<file path="config.mk">
export PLATFORM = sky130hd
export DESIGN_NAME = fetch_sequencer
export DESIGN_NICKNAME = d
export VERILOG_FILES = /design/src/rtl/fetch_sequencer.sv
export SDC_FILE = /design/constraint.sdc
export NUM_CORES = 1
export LEC_CHECK = 0
export CORE_ASPECT_RATIO = 1.5
export CORE_UTILIZATION = 40
export DETAILED_ROUTE_END_ITERATION = 8
export PLACE_DENSITY = 0.78
export RECOVER_POWER = 50
export SYNTH_ARGS = -nofsm -noshare
export SYNTH_HDL_FRONTEND = slang
export SYNTH_SLANG_ARGS = --single-unit
</file>
<file path="constraint.sdc">
create_clock -name clk -period 1.7 [get_ports clk]
set_clock_uncertainty 0.2 [all_clocks]
set_input_delay 0.34 -clock clk [delete_from_list [all_inputs] [get_ports clk]]
set_output_delay 0.34 -clock clk [all_outputs]
set_load 0.005 [all_outputs]
</file>
<file path="src/rtl/fetch_sequencer.sv">
// fetch_sequencer: fetch/decode/execute sequencer and flag register for the 4-bit CPU.
// Define FETCH_TIMEOUT_EN to add the fetch watchdog and the sticky ERR state.
module fetch_sequencer #(
    parameter int ADDR_W  = 4,
    parameter int INSTR_W = 8,
    parameter int TIMEOUT = 15
) (
    input  logic               clk,
    input  logic               rst_n,
    input  logic               run,
    output logic               imem_req,
    output logic [ADDR_W-1:0]  imem_addr,
    input  logic               imem_ack,
    input  logic [INSTR_W-1:0] imem_data,
    output logic [3:0]         opcode,
    output logic [3:0]         imm,
    input  logic               jmp_sel,
    input  logic               reg_en,
    input  logic               alu_zf,
    input  logic               alu_sf,
    input  logic               alu_cf,
    output logic               zf,
    output logic               sf,
    output logic               cf,
    output logic               exec_valid,
    output logic [ADDR_W-1:0]  pc,
    output logic               fetch_err
);

    // Opcode sits in the top nibble, so the word must hold at least opcode + immediate.
    if (TIMEOUT < 1 || INSTR_W < 8) begin : g_bad_param
        $error("fetch_sequencer: TIMEOUT must be >= 1 and INSTR_W >= 8");
    end

`ifdef FETCH_TIMEOUT_EN
    typedef enum logic [2:0] {IDLE, FETCH, DECODE, EXEC, ERR} state_t;
`else
    typedef enum logic [1:0] {IDLE, FETCH, DECODE, EXEC} state_t;
`endif

    state_t state;
    state_t state_nxt;

`ifdef FETCH_TIMEOUT_EN
    localparam int CNT_W = $clog2(TIMEOUT + 1);
    logic [CNT_W-1:0] wait_cnt;
    logic             timed_out;

    // Counts ack-less FETCH cycles; any other state clears it so each fetch starts fresh.
    always_ff @(posedge clk or negedge rst_n) begin
        if (!rst_n) begin
            wait_cnt <= '0;
        end else if (state == FETCH && !imem_ack) begin
            wait_cnt <= wait_cnt + CNT_W'(1);
        end else begin
            wait_cnt <= '0;
        end
    end

    assign timed_out = (wait_cnt == CNT_W'(TIMEOUT - 1));
`endif

    always_ff @(posedge clk or negedge rst_n) begin
        if (!rst_n) begin
            state <= IDLE;
        end else begin
            state <= state_nxt;
        end
    end

    always_comb begin
        state_nxt  = state;
        imem_req   = 1'b0;
        exec_valid = 1'b0;
        fetch_err  = 1'b0;
        case (state)
            IDLE: begin
                if (run) state_nxt = FETCH;
            end
            FETCH: begin
                imem_req = 1'b1;
                if (imem_ack) begin
                    state_nxt = DECODE;
                end
`ifdef FETCH_TIMEOUT_EN
                else if (timed_out) begin
                    state_nxt = ERR;
                end
`endif
            end
            DECODE: begin
                state_nxt = EXEC;
            end
            EXEC: begin
                exec_valid = 1'b1;
                state_nxt  = run ? FETCH : IDLE;
            end
`ifdef FETCH_TIMEOUT_EN
            ERR: begin
                fetch_err = 1'b1;
            end
`endif
            default: begin
                state_nxt = IDLE;
            end
        endcase
    end

    assign imem_addr = pc;

    // Instruction latch on accepted fetch; PC and flags retire on the EXEC exit edge.
    always_ff @(posedge clk or negedge rst_n) begin
        if (!rst_n) begin
            pc     <= '0;
            opcode <= '0;
            imm    <= '0;
            zf     <= 1'b0;
            sf     <= 1'b0;
            cf     <= 1'b0;
        end else begin
            if (state == FETCH && imem_ack) begin
                opcode <= imem_data[INSTR_W-1 -: 4];
                imm    <= imem_data[3:0];
            end
            if (state == EXEC) begin
                pc <= jmp_sel ? ADDR_W'(imm) : pc + ADDR_W'(1);
                if (reg_en) begin
                    {zf, sf, cf} <= {alu_zf, alu_sf, alu_cf};
                end
            end
        end
    end

endmodule

</file>
==> summary.md, run 1 <==
| Metric | Value |
|---|---|
| Slowest CP cell | `dfrtp_1` |
| Min Tclk post-route | `1675 ps` |
| N_diodes | `0` |
| # nets final | `148` |
| CTS Buffer Depth | `2` |
| Final Core Density | `70.19%` |
| Final setup viols | `0` |
| Port buffer count | `37` |
| Worst R2R End | `state[1]` |
| Critical Path End Type | `flop` |
| Initial antenna violation count | `0` |
| Via count | `720` |
| CP Data Arrival Time | `1650 ps` |
| Residual DRC | `0` |
| Initial Utilization | `42.44%` |
| Asr flop ratio synth | `100.0%` |
| FF+latch count, synth | `17` |
| Ys Warns | `0` |
| Number of iterations in the first detailed-routing pass | `3` |
| Clk root buf | `clkbuf_4` |
| Sw Ratio | `32.23%` |
| WL final | `1863 um` |
| Pwr per Cell Area | `1726 mW/mm2` |
| All-layer global routing usage | `18.83%` |
| Worst path top cell family by delay | `flip-flops` |
| RSZ-0062 raised after global routing | `true` |
| Vias in the first global route | `711` |
| Die Width | `39.63 um` |
| Drt wl/cell | `12.59 um` |
| Area of the multi-input gates | `391.6 um2` |
| Worst path depth | `6` |
| Worst setup path startpoint | `state[0]` |
| Crit-path cells | `buf_6 -> ha_4 -> buf_6 -> nor2b_4 -> a21oi_2 -> mux2_4` |
| Final setup margin | `24.57 ps` |
| Internal | `1.644 mW` |
| H-tree depth | `1` |
| Pre-CTS setup slack | `-10.31 ps` |
| Outcome | `finished clean` |
| Register area | `426.7 um2` |
| RR Startpoint | `state[0]` |
| Crit path buf inv count | `2` |
| CTS tree | `yes` |
| Die H | `58.44 um` |
| Number of synthesized flops with an enable pin | `0` |
| Fillers | `179` |
| CTS clk-pin slew, worst paths | `90 ps` |
| Post-route ant nets | `0` |
| Least-Margin Pin Slew | `907.7 ps` |
| CP max stage delay | `400 ps` |
| Hold WS | `314.4 ps` |
| Fin. max-slew vios | `0` |
| Netlist cell types | `24` |
| Largest net degree at the start of global routing | `18` |
| Crit path max fanout | `5` |
| Total power | `2.426 mW` |
| FP Rows | `20` |
| Total of max-cap violations | `0` |
| Sequential-to-total area share from yosys stat | `50.07%` |
| Slew headroom | `39.49%` |
| Clk sinks | `17` |
| CP required | `1670 ps` |
| Setup TNS | `0 ps` |
| Cells after synthesis | `71` |
| Post-DR vias/cell | `4.865` |
| Syn Std Cell Area | `849.6 um2` |
| Hold Crit Class | `reg -> reg` |
| Die Area | `0.002316 mm2` |
| P&R area growth vs syn | `65.39%` |
| Seq pwr share | `30.1%` |
| Gpl congestion | `0.6253` |
| Pleak | `0.6595 nW` |
| Logic pwr share | `61.5%` |
| Setup Crit Path Kind | `reg -> reg` |
| Worst IR Drop VDD | `996.3 uV` |
| Clock power frac | `8.5%` |
| Psw | `0.7817 mW` |
| Worst Setup EP | `state[1]` |
| First-pass GRT wire length | `2987 um` |
| Avg Cell Area, Syn | `11.97 um2` |
| GR Overflow Total | `0` |
| Number of CTS-inserted buffers | `3` |
| R2r setup slk | `20 ps` |
| Hold path depth | `1` |
| Post-DP HPWL | `1346 um` |
| Crit start category | `flop` |
| Worst R2R Path Depth | `6` |
| Final Cycle Share | `98.55%` |
| Placeable Area | `0.002002 mm2` |
| Synthesized netlist net count | `92` |
| DR iter-0 viols | `8` |
| I/O Pins | `39` |
| Share of post-route cells with drive strength above 1 | `38.89%` |
| Fmax | `596.9 MHz` |
| Main flop type after synthesis | `dfrtp_1` |
| Clk_lat worst skew | `280 ps` |
| Final-report hold violation count | `0` |
| CP most frequent cell | `buf_6` |
## per-stage QoR
stage	std cells	instance area [um2]
finish	148	1405
global route	148	1405
CTS	148	1374
detailed placement	128	1235
global placement	128	1235
floorplan	71	849.6
## worst min-delay path by stage
stage | start | end | slack [ps]
finish | opcode[2] | opcode[2] | 310
global route | zf | zf | 330
CTS | rst_n | opcode[0] | 170
detailed placement | zf | zf | 300
global placement | cf | cf | 290
floorplan | rst_n | cf | -160
## cells by family (layout without fill, tap and decap cells)
group / count (synthesis) / count (layout) / share of synthesized area, %
AOI/OAI and AO/OA: 13 / 13 / 9.720
and+or+nand+nor: 11 / 11 / 7.512
DFF: 17 / 17 / 50.07
muxes: 14 / 14 / 18.70
other: 1 / 1 / 0.4414
adders and majority gates: 4 / 4 / 5.891
buffers and inverters: 11 / 66 / 7.657
## layout by cell type (no fill, tap or decap)
master,n
buf_4,17
dfrtp_1,16
clkdlybuf4s50_1,16
mux2_2,11
dlygate4sd2_1,10
clkdlybuf4s25_1,8
a21oi_1,5
inv_1,3
nor2_1,3
clkbuf_4,3
buf_6,3
mux2i_1,2
o21ai_0,2
nand2_1,2
ha_2,2
clkbuf_1,2
clkbuf_2,2
inv_4,1
nand2_4,1
nand4_1,1
a31o_2,1
nand2_2,1
nand2b_1,1
a22o_1,1
nor2b_4,1
o21ai_2,1
nor4_2,1
o21a_1,1
a211o_1,1
a21oi_2,1
mux2_4,1
ha_1,1
ha_4,1
conb_1,1
dfrtp_2,1
dlymetal6s2s_1,1
## metal layers
metal | track usage, % | share of wire (%) | vias to the layer above
met3 | 4.151 | 4.5 | 2
li1 | - | - | 350
met2 | 31.85 | 58 | 21
met1 | 21.39 | 36 | 347
met4 | 8.867 | 0.75 | 0
met5 | 0 | 0 | -
## state kept, by name (all words and copies together) (netlist names)
register	count
cf	1
state	2
imem_addr	4
imm	4
zf	1
sf	1
opcode	4
## what timing repair did
action | 4_1_cts | 5_1_grt
hold buffers | 0 | 0
gates resized for setup | 15 | 23
pin swaps | 1 | 3
endpoints found under the setup margin | 17 | 21
setup buffers | 16 | 1
## final cells by class
cell class,count,share of cell area [%]
Clock buffer,4,1.870
Inverter,4,1.247
Multi-Input combinational cell,43,27.87
Sequential cell,17,30.37
Tap cell,22,1.959
Timing Repair Buffer,58,36.69
## synth_stat cells (2+ instances only)
master,n,area (um2)
dfrtp_1,17,425.4
mux2_2,11,123.9
buf_4,6,45.04
a21oi_1,5,25.02
ha_1,4,50.05
inv_1,4,15.01
nor2_1,3,11.26
mux2i_1,2,20.02
nand2_1,2,7.510
nand2_2,2,12.51
o21ai_0,2,10.01
## power by group through the flow
stage	sequential (mW)	clock (mW)	combinational [mW]
after floorplan	0.786	0	0.593
after detailed placement	0.805	0	1.20
after CTS	0.729	0.219	1.45
final	0.729	0.205	1.49
after global routing	0.751	0.234	1.63
after global placement	0.788	0	1.16
Power figures use the tool's default switching activity.
==> run 2, diff against run 1 <==
--- a/config.mk
+++ b/config.mk
@@ -5,6 +5,7 @@
 export SDC_FILE = /design/constraint.sdc
 export NUM_CORES = 1
 export LEC_CHECK = 0
+export ABC_AREA = 0
 export CORE_ASPECT_RATIO = 1.5
 export CORE_UTILIZATION = 40
 export DETAILED_ROUTE_END_ITERATION = 8
==> results of run 2 <==
No change in the layout: final DEF, timing and power equal those of run 1.
==> run 3, diff against run 2 <==
==> constraint.sdc (replaced) <==
create_clock -name clk -period 1.7 [get_ports clk]
set_clock_uncertainty 0.2 [all_clocks]
set_input_delay 0.255 -clock clk [delete_from_list [all_inputs] [get_ports clk]]
set_output_delay 0.255 -clock clk [all_outputs]
set_load 0.005 [all_outputs]
==> summary.md, run 3 (same netlist as run 1, synthesis figures left out) <==
| Metric | Value |
|---|---|
| Initial antenna violation count | `0` |
| Post-DR vias/cell | `4.993` |
| CTS Hold Bufs | `0` |
| Clk root buf | `clkbuf_4` |
| Die Width | `39.63 um` |
| Drt wl/cell | `12.77 um` |
| Min Tclk post-route | `1639 ps` |
| H-tree depth | `1` |
| WL final | `1762 um` |
| Slowest CP cell | `clkdlybuf4s50_1` |
| FP Rows | `20` |
| Post-DP HPWL | `1281 um` |
| Setup Crit Path Kind | `reg -> out` |
| Worst R2R Path Depth | `6` |
| Pwr per Cell Area | `1755 mW/mm2` |
| Via count | `689` |
| Largest net degree at the start of global routing | `18` |
| All-layer global routing usage | `17.86%` |
| Total of max-cap violations | `0` |
| Die H | `58.44 um` |
| Critical Path End Type | `output pin` |
| Crit start category | `flop` |
| Initial Utilization | `42.44%` |
| Gr busiest metal | `met2` |
| CP required | `1240 ps` |
| Commonest non-fill, non-tap cell in the layout | `clkdlybuf4s50_1` |
| Share of post-route cells with drive strength above 1 | `29.31%` |
| Worst setup path startpoint | `imm[1]` |
| Crit path max fanout | `3` |
| CTS tree | `yes` |
| I/O Pins | `39` |
| Met1 Track Usage GR | `19.70%` |
| Hold Crit Class | `reg -> reg` |
| Gpl congestion | `0.6502` |
| Crit path buf inv count | `1` |
| Pleak | `0.5969 nW` |
| Slew headroom | `38.99%` |
| Port buffer count | `37` |
| Commonest cells after routing, fill and taps aside | `32 x clkdlybuf4s50_1, 15 x dfrtp_1, 11 x mux2_2, 8 x buf_4, 5 x a21oi_1` |
| Number of iterations in the first detailed-routing pass | `3` |
| Clk_lat worst skew | `280 ps` |
| Worst path depth | `1` |
| GR Util met3 | `1.887%` |
| Outcome | `finished clean` |
| # nets final | `138` |
| Clk sinks | `17` |
| Final Cycle Share | `96.40%` |
| N_diodes | `0` |
| Fillers | `186` |
| Number of CTS-inserted buffers | `3` |
| Final setup viols | `0` |
| Worst path top cell family by delay | `buffers and inverters` |
| Residual DRC | `0` |
| Crit-path cells | `clkdlybuf4s50_1` |
| Worst IR Drop VDD | `927.9 uV` |
| CTS Buffer Depth | `2` |
| Setup TNS | `0 ps` |
| Hold WS | `312.4 ps` |
| CP max stage delay | `520 ps` |
| Fmax | `610.2 MHz` |
| RSZ-0062 raised after global routing | `false` |
| CP Data Arrival Time | `1180 ps` |
| Final setup margin | `61.27 ps` |
| Placeable Area | `0.002002 mm2` |
| Final-report hold violation count | `0` |
| Worst R2R End | `state[1]` |
| Met2 Use GR | `31.85%` |
| GR Overflow Total | `0` |
| CTS clk-pin slew, worst paths | `90 ps` |
| Die Area | `0.002316 mm2` |
| P&R area growth vs syn | `55.23%` |
| R2r setup slk | `100 ps` |
| First-pass GRT wire length | `2884 um` |
| Pre-CTS setup slack | `16.71 ps` |
| RR Startpoint | `state[1]` |
| Vias in the first global route | `717` |
| Least-Margin Pin Slew | `915.1 ps` |
| Post-route ant nets | `0` |
| DR iter-0 viols | `7` |
| Worst Setup EP | `imm[1]` |
| Fin. max-slew vios | `0` |
[run 3: cell count changes in the layout (fill, tap and decap cells not counted), moves of 2 or more]
cell             change
clkdlybuf4s50_1     +16
buf_4                -9
dlygate4sd2_1        -9
clkdlybuf4s25_1      -8
buf_6                -2
[run 3: through the flow]
step / instances / power (mW) / utilization, % / cell area (um2)
3_5_place_dp: 125 / 1.962 / 60.56 / 1212
3_3_place_gp: 125 / 1.913 / 60.56 / 1212
2_1_floorplan: 71 / 1.379 / - / 849.6
5_1_grt: 138 / 2.510 / 65.88 / 1319
6_report: 138 / 2.314 / 65.88 / 1319
4_1_cts: 137 / 2.341 / 65.75 / 1316
[run 3: what timing repair did]
item | 4_1_cts | 5_1_grt
endpoints found under the setup margin | 8 | 8
gates resized for setup | 9 | 5
cloned | 0 | 0
buffers inserted | 8 | 1
pin swaps | 0 | 2
[run 3: metal layers]
layer	share of wire (%)	vias to the layer above
li1	-	334
met1	36	332
met2	59	21
met3	4.3	2
met4	0.74	0
met5	0	-
[run 3: report_power, final]
group	switching (mW)	total (mW)	internal, mW
sequential	0.131	0.749	0.619
clock	0.116	0.207	0.0910
combinational	0.471	1.36	0.887
total	0.718	2.31	1.60
[run 3: how the worst min path moves through the flow]
stage	end	start	cells after the start	slack (ps)
floorplan	cf	rst_n	0	-240
global placement	opcode[0]	opcode[0]	1	290
detailed placement	opcode[3]	opcode[3]	1	300
CTS	opcode[2]	rst_n	2	80
global route	opcode[3]	opcode[3]	1	340
finish	zf	zf	1	310
[run 3: area by class of cell]
cell class                      count  area, um2  share of cell area, %
Timing Repair Buffer               48      447.9                  33.97
Sequential cell                    17      427.9                  32.45
Multi-Input combinational cell     43      371.6                  28.18
Tap cell                           22      27.53                  2.087
Clock buffer                        4      26.28                  1.992
Inverter                            4      17.52                  1.328
